[src/rtl/au_cell_seq_pkg.sv]
// Shared encodings and defaults for the alignment-cell sequencer.
// The AU_CELL_SEQ_LOCAL_ALIGN_EN macro adds the ZERO state to the FSM.
package au_cell_seq_pkg;

    localparam logic [1:0] AU_SUB = 2'b00;
    localparam logic [1:0] AU_ADD = 2'b01;
    localparam logic [1:0] AU_MAX = 2'b10;

    localparam int MATCH_DEFAULT    = 2;
    localparam int MISMATCH_DEFAULT = -1;
    localparam int GAP_DEFAULT      = 1;

    typedef enum logic [2:0] {
        StIdle,
        StDiag,
        StUp,
        StMax1,
        StLeft,
        StMax2,
        StZero,
        StDone
    } state_e;

endpackage

[src/rtl/au_cell_seq_au2.sv]
// Combinational signed arithmetic unit: subtract, add or signed max of two words.
module au_cell_seq_au2
    import au_cell_seq_pkg::*;
#(
    parameter int unsigned MSB = 15
) (
    output logic signed [MSB:0] Out,
    input  logic signed [MSB:0] In1,
    input  logic signed [MSB:0] In2,
    input  logic        [1:0]   ctrl
);

    always_comb begin
        unique case (ctrl)
            AU_SUB:  Out = In1 - In2;
            AU_ADD:  Out = In1 + In2;
            default: Out = (In1 > In2) ? In1 : In2;
        endcase
    end

endmodule

[src/rtl/au_cell_seq.sv]
// Time-multiplexes one AU to compute H = max(diag + s, up - GAP, left - GAP).
// Define AU_CELL_SEQ_LOCAL_ALIGN_EN to clamp the result at zero (local alignment).
module au_cell_seq
    import au_cell_seq_pkg::*;
#(
    parameter int unsigned MSB      = 15,
    parameter int          MATCH    = MATCH_DEFAULT,
    parameter int          MISMATCH = MISMATCH_DEFAULT,
    parameter int          GAP      = GAP_DEFAULT
) (
    input  logic              clk,
    input  logic              rst_n,
    input  logic              in_valid,
    output logic              in_ready,
    input  logic signed [MSB:0] in_diag,
    input  logic signed [MSB:0] in_up,
    input  logic signed [MSB:0] in_left,
    input  logic              in_match,
    output logic              out_valid,
    input  logic              out_ready,
    output logic signed [MSB:0] out_h,
    output logic              busy
);

    localparam int W = int'(MSB) + 1;
    localparam logic signed [MSB:0] MatchW    = W'(MATCH);
    localparam logic signed [MSB:0] MismatchW = W'(MISMATCH);
    localparam logic signed [MSB:0] GapW      = W'(GAP);

    state_e state_q, state_d;
    logic signed [MSB:0] diag_q, diag_d;
    logic signed [MSB:0] up_q, up_d;
    logic signed [MSB:0] left_q, left_d;
    logic                match_q, match_d;
    logic signed [MSB:0] acc_q, acc_d;
    logic signed [MSB:0] tmp_q, tmp_d;

    logic signed [MSB:0] au_in1, au_in2, au_out;
    logic        [1:0]   au_ctrl;

    au_cell_seq_au2 #(
        .MSB (MSB)
    ) u_au2 (
        .Out  (au_out),
        .In1  (au_in1),
        .In2  (au_in2),
        .ctrl (au_ctrl)
    );

    always_comb begin
        state_d = state_q;
        diag_d  = diag_q;
        up_d    = up_q;
        left_d  = left_q;
        match_d = match_q;
        acc_d   = acc_q;
        tmp_d   = tmp_q;
        au_ctrl = AU_MAX;
        au_in1  = acc_q;
        au_in2  = tmp_q;

        unique case (state_q)
            StIdle: begin
                if (in_valid) begin
                    diag_d  = in_diag;
                    up_d    = in_up;
                    left_d  = in_left;
                    match_d = in_match;
                    state_d = StDiag;
                end
            end
            StDiag: begin
                au_ctrl = AU_ADD;
                au_in1  = diag_q;
                au_in2  = match_q ? MatchW : MismatchW;
                acc_d   = au_out;
                state_d = StUp;
            end
            StUp: begin
                au_ctrl = AU_SUB;
                au_in1  = up_q;
                au_in2  = GapW;
                tmp_d   = au_out;
                state_d = StMax1;
            end
            StMax1: begin
                acc_d   = au_out;
                state_d = StLeft;
            end
            StLeft: begin
                au_ctrl = AU_SUB;
                au_in1  = left_q;
                au_in2  = GapW;
                tmp_d   = au_out;
                state_d = StMax2;
            end
            StMax2: begin
                acc_d   = au_out;
`ifdef AU_CELL_SEQ_LOCAL_ALIGN_EN
                state_d = StZero;
`else
                state_d = StDone;
`endif
            end
`ifdef AU_CELL_SEQ_LOCAL_ALIGN_EN
            StZero: begin
                au_in2  = '0;
                acc_d   = au_out;
                state_d = StDone;
            end
`endif
            StDone: begin
                if (out_ready) begin
                    state_d = StIdle;
                end
            end
            default: state_d = StIdle;
        endcase
    end

    always_ff @(posedge clk or negedge rst_n) begin
        if (!rst_n) begin
            state_q <= StIdle;
            diag_q  <= '0;
            up_q    <= '0;
            left_q  <= '0;
            match_q <= 1'b0;
            acc_q   <= '0;
            tmp_q   <= '0;
        end else begin
            state_q <= state_d;
            diag_q  <= diag_d;
            up_q    <= up_d;
            left_q  <= left_d;
            match_q <= match_d;
            acc_q   <= acc_d;
            tmp_q   <= tmp_d;
        end
    end

    // acc only changes in compute states, so out_h is stable while DONE stalls.
    assign in_ready  = (state_q == StIdle);
    assign busy      = (state_q != StIdle);
    assign out_valid = (state_q == StDone);
    assign out_h     = acc_q;

endmodule

[config.mk]
export PLATFORM = sky130hd
export DESIGN_NAME = au_cell_seq
export DESIGN_NICKNAME = d
export VERILOG_FILES = /design/src/rtl/au_cell_seq_pkg.sv /design/src/rtl/au_cell_seq_au2.sv /design/src/rtl/au_cell_seq.sv
export SDC_FILE = /design/constraint.sdc
export NUM_CORES = 1
export LEC_CHECK = 0
export ABC_CLOCK_PERIOD_IN_PS = 4900
export CORE_MARGIN = 10
export CORE_UTILIZATION = 30
export CTS_CLUSTER_SIZE = 14
export DETAILED_ROUTE_END_ITERATION = 8
export REMOVE_ABC_BUFFERS = 1
export SLEW_MARGIN = 20
export SYNTH_ARGS = -nofsm -noshare
export SYNTH_HDL_FRONTEND = slang
export SYNTH_SLANG_ARGS = --single-unit
[constraint.sdc]
create_clock -name clk -period 4.9 [get_ports clk]
set_input_delay 0.49 -clock clk [delete_from_list [all_inputs] [get_ports clk]]
set_output_delay 0.49 -clock clk [all_outputs]
set_load 0.02 [all_outputs]
---- Word level (Yosys, flattened, before mapping) ----
Index checks and enable logic that the tools add are counted.
cells by class
  equal/unequal tests ..................... 9
  muxes and demuxes ....................... 9
  $lt $le $gt $ge ......................... 1
  reduce and logical (&&, ||, !) cells .... 7
  add/subtract/negate cells ............... 2
operator list
  cell                                                    count
  one-hot mux 16 bit (2 select lines)                     2
  one-hot mux 16 bit (3 select lines)                     1
  two-way mux 16 bit                                      2
  one-hot mux 3 bit (7 select lines)                      1
  adder 16 bit                                            1
  greater-than comparator 16 bit                          1
  subtractor 16 bit                                       1
  equality test 3 bit (second input constant)             3
  equality test 3 x 2 -> 1 bit (second input constant)    2
  two-way mux 3 bit                                       2
  one-hot mux 2 bit (2 select lines)                      1
  AND reduction 2 bit                                     2
  equality test 3 x 1 -> 1 bit (second input constant)    1
  zero test 3 bit                                         1
  nonzero test 3 bit                                      1
  OR reduction 3 bit                                      1
  equality test 2 x 1 -> 1 bit (second input constant)    1
  zero test 2 bit                                         1
  inequality test 2 x 1 -> 1 bit (second input constant)  1
  inequality test 2 bit (second input constant)           1
  OR reduction 2 bit                                      1
storage, ports and cells
  input bits .............................. 53
  word-level logic and storage cells ...... 35
  output and inout port bits .............. 19
  register bits after elaboration ......... 84

---- Longest topological paths before layout ----
  depth after elaboration ................. 6
  depth in mapped cells ................... 20
  mapped depth without buffers ............ 18

---- By module ----
A second synthesis with hierarchy kept.
unflattened totals
  cell total of the unflattened synthesis .. 581
  area, all modules ....................... 5,890.6 um^2
modules (own cells, without submodules)
  module           sequential area each (um^2)  cells an instance  area each (um^2)  times used
  au_cell_seq      2,102.0                      295                3,936.3           1
  au_cell_seq_au2  0.0                          286                1,954.4           1

---- Worst setup path before layout ----
No wires, ideal clock.
  path kind ............................... register to register
  start point ............................. register state_q[0]
  end point ............................... register acc_q[14], in the netlist out_h[14]
  period minus slack after synthesis ...... 4.444 ns
  path slack .............................. 0.456 ns
  stages on the path, launching flop included .. 17
  path buffers ............................ 4
  data required time ...................... 4.759 ns
  arrival time ............................ 4.303 ns
  path through ............................ dfrtp_1 buf_2 nor3b_2 a21oi_1 clkbuf_1 clkbuf_1 buf_1 a221o_1 ha_1 or3_1 or4_4 a31oi_4 o21ai_2 a21oi_4 mux2_4 o21ai_0 a221oi_2
between the ends
  word-level cells in the longest chain between the ends .. 6
RTL lines
  element                                                              line                   text
  start: declaration                                                   au_cell_seq.sv:30      state_e state_q, state_d;
  start signal: assignment                                             au_cell_seq.sv:123     state_q <= StIdle;
  start signal: assignment                                             au_cell_seq.sv:131     state_q <= state_d;
  equality test 3 bit or equality test 3 x 2 -> 1 bit (tied branches)  au_cell_seq.sv:62      unique case (state_q)
  OR reduction 2 bit (no line)                                         --
  one-hot mux 16 bit (2 select lines)                                  au_cell_seq.sv:62
  greater-than comparator 16 bit                                       au_cell_seq_au2.sv:17  default: Out = (In1 > In2) ? In1 : In2;
  two-way mux 16 bit                                                   au_cell_seq_au2.sv:17
  one-hot mux 16 bit (2 select lines)                                  au_cell_seq_au2.sv:14  unique case (ctrl)
  end signal: assignment                                               au_cell_seq.sv:128     acc_q <= '0;
  end signal: assignment                                               au_cell_seq.sv:136     acc_q <= acc_d;
  end: declaration                                                     au_cell_seq.sv:35      logic signed [MSB:0] acc_q, acc_d;
Several ways; a longest one is shown, not always the timed one.
A chain may end at the register's enable or synchronous reset.

---- Worst setup path in the final report ----
  start point ............................. register state_q[1]
  end point ............................... register acc_q[7], in the netlist out_h[7]
The elaborated chain is that of the path after synthesis.

==> metrics.md <==
| Metric | Value |
|---|---|
| F_max | `217 MHz` |
| Routed via count | `4683` |
| Ratio of cells with drive above 1 in the final layout | `approximately 16%` |
| Final non-filler cell total | `877` |
| Critical Path End Type | `flop` |
| Post-synthesis xor/xnor area fraction | `3.62%` |
| Max_cap viols | `0` |
| Crit path max fanout | `21` |
| Total GRT Usage | `13.7%` |
| Port Buffers | `71` |
| Placer Congestion | `0.891` |
| GRT overflow | `0` |
| Actual slew at the worst max-slew pin | `0.790 ns` |
| Residual DRC count | `0` |
| Final Net Count | `728` |
| Syn. warnings | `0` |
| Synth unique cells | `69` |
| Row count | `between 40 and 50` |
| First-pass GRT wire length | `26800 um` |
| Final WL | `16300 um` |
| CTS max path bufs | `2` |
| CP Data Arrival Time | `4.83 ns` |
| Final worst path period share | `a little over nine tenths` |
| Synthesized area | `5570 sq um` |
| Compound-cell area share of the yosys netlist | `22.7%` |
| Clock skew | `approximately 0.0090 ns` |
| Initial antenna violation count | `0` |
| Final Hold Viols | `0` |
| Synth Area in Simple Gates | `11.7%` |
| Post-Synth Adder-Cell Area | `7.46%` |
| Post-synthesis mux area share | `a little under an eighth` |
| Critical path class | `reg -> reg` |
| Worst hold slack | `0.176 ns` |
| Register bit total from synthesis | `84` |
| Slew headroom | `47.3%` |
| Area grow syn2layout | `23.4%` |
| Routed Antenna Nets | `0` |
| CTS Hold Bufs | `0` |
| RSZ-0062 raised after global routing | `false` |
| H-tree depth | `3` |
| Die area | `24400 sq um` |
| Pin count of the biggest net entering global routing | `85` |
| Main flop type after synthesis | `dfrtp_1` |
| Main combinational cell family by area after synthesis | `compound AO/OA/AOI/OAI gates` |
| CTS Buf Count | `9` |
| Clk sink count | `84` |
| Placed cell count | `around 860` |
| CORE AREA | `18100 sq um` |
| Number of synthesized flops with an enable pin | `0` |
| DR iter-0 viols | `~430` |
| Drt pass-1 iters | `5` |
| Die H | `156 um` |
| CTS tree | `done` |
| Via/cell ratio | `roughly 5.3` |
| Diode count | `0` |
| Final setup viols | `0` |
| Synthesized area per cell | `9.58 sq um` |
| DR WL/cell | `18.6 um` |
| Clock slew at reported path FFs | `about 0.070 ns` |
| Outcome | `finished clean` |
| Vias in the first global route | `4966` |
| Clk_lat worst skew | `0.35 ns` |
| Die width | `156 um` |
| Critical path launch point type | `flop` |
| Slew Limit Fails | `0` |
| Hold Path Class | `in -> async` |
| Initial Utilization | `30.8%` |
| Cells after Synth | `581` |
| CTS Root Cell | `clkbuf_16` |
| Most common cell after layout, fill and taps aside | `dfrtp_1` |
| Top-level port count | `72` |
| DPL Wire Length | `12300 um` |
| Crit path time final | `4.62 ns` |
| Worst EP required | `5.11 ns` |
| Most frequent cells in the layout | `84 x dfrtp_1, 70 x clkdlybuf4s50_1, 48 x mux2_2` |
| Post-synthesis sequential area ratio | `37.8%` |
| Post-synth ARST share | `100%` |
## timing repair
action	in CTS	in global routing
buffers inserted	0	3
resized for setup	0	2
endpoints found under the setup margin	0	12
## cells in the mapped netlist, types with 3 or more instances
cell type | count | share of area, %
buf_2 | 5 | 0.45
o31ai_1 | 3 | 0.40
ha_1 | 30 | 6.7
a221oi_1 | 3 | 0.47
o21ai_0 | 39 | 3.5
a21oi_1 | 43 | 3.9
nand2_1 | 39 | 2.6
a221o_1 | 17 | 3.1
nor2b_1 | 7 | 0.79
or3_1 | 5 | 0.56
buf_1 | 6 | 0.40
o221ai_1 | 3 | 0.47
nand2b_1 | 4 | 0.45
mux2_2 | 48 | 9.7
or2_2 | 3 | 0.34
clkbuf_1 | 24 | 1.6
a21o_1 | 12 | 1.6
mux2_4 | 3 | 0.81
xor2_1 | 7 | 1.1
xnor2_1 | 16 | 2.5
o21bai_1 | 7 | 0.94
and2_1 | 3 | 0.34
dfrtp_1 | 84 | 38
nor2_1 | 43 | 2.9
o22ai_1 | 5 | 0.56
nor3_1 | 11 | 0.99
nand3_1 | 3 | 0.27
inv_1 | 33 | 2.2
a211o_1 | 3 | 0.47
a211oi_1 | 4 | 0.54
a22oi_1 | 16 | 2.2
mux2i_1 | 5 | 0.90
## worst max-delay path: stages (launching register included)
cell and delay (ns):
dfrtp_1 0.70, xor2_1 0.18, a21oi_2 0.50, buf_12 0.24
a221o_1 0.19, inv_1 0.08, ha_1 0.21, inv_1 0.08
fa_1 0.29, nand2b_1 0.08, a21oi_1 0.22, o21ai_0 0.21
a31oi_4 0.25, o21ai_2 0.10, a21oi_4 0.48, nand2b_1 0.23
nor3_1 0.07, a221oi_1 0.38
## per-stage QoR
step | setup TNS, ns | util (%) | instance area (sq um) | setup slack, ns
floorplan | -2.49 | - | 5400 | -0.331
global placement | 0 | 36.1 | 6540 | 0.291
detailed placement | 0 | 36.1 | 6540 | 0.190
CTS | 0 | 37.8 | 6840 | 0.205
global route | 0 | 38.0 | 6870 | 0.0262
finish | 0 | 38.0 | 6870 | 0.281
## registers in the layout (all words and copies together) (netlist names)
name     count
state_q      3
tmp_q       16
left_q      16
diag_q      16
match_q      1
up_q        16
out_h       16
## kinds of logic after synthesis
group,Yosys count
simple gates,134
fa+ha+maj,32
compound gates,180
xor+xnor,23
buf+inv,72
mux,56
flops,84
## worst paths after layout
check | slack, ns | from | endpoint | depth (start not counted)
setup / recovery | 0.28 | state_q[1]$_DFFE_PN0P_ | out_h[7]$_DFFE_PN0P_ | 17
hold / removal | 0.18 | rst_n | tmp_q[4]$_DFFE_PN0P_ | 1
setup reg to reg | 0.28 | state_q[1]$_DFFE_PN0P_ | out_h[7]$_DFFE_PN0P_ | 17
hold reg to reg | 0.49 | tmp_q[4]$_DFFE_PN0P_ | tmp_q[4]$_DFFE_PN0P_ | 2
max in group asynchronous | 4.16 | rst_n | out_h[12]$_DFFE_PN0P_ | 1
min in group clk | 0.49 | tmp_q[4]$_DFFE_PN0P_ | tmp_q[4]$_DFFE_PN0P_ | 2
## final cells by class
class                      count  area (sq um)
clock buffer                  10           229
clock inverter                 6          71.3
fill                        1755         11200
inverter                      34           128
multi-input combinational    425          3180
sequential                    84          2100
tap                          229           287
timing repair buffer          89           872
## per-layer routing
| layer | track usage (%) | routed length [um] | part of all wire [%] |
|---|---|---|---|
| met4 | 4.76 | 272 | 1.7 |
| met1 | 18.6 | 7600 | 47 |
| met2 | 21.1 | 7490 | 46 |
| met3 | 3.15 | 923 | 5.7 |
| met5 | 0 | 0 | 0 |
Power is left out: the tool's default activity adds up to more than one toggle a clock period on the data nets, which glitch-free logic cannot reach.
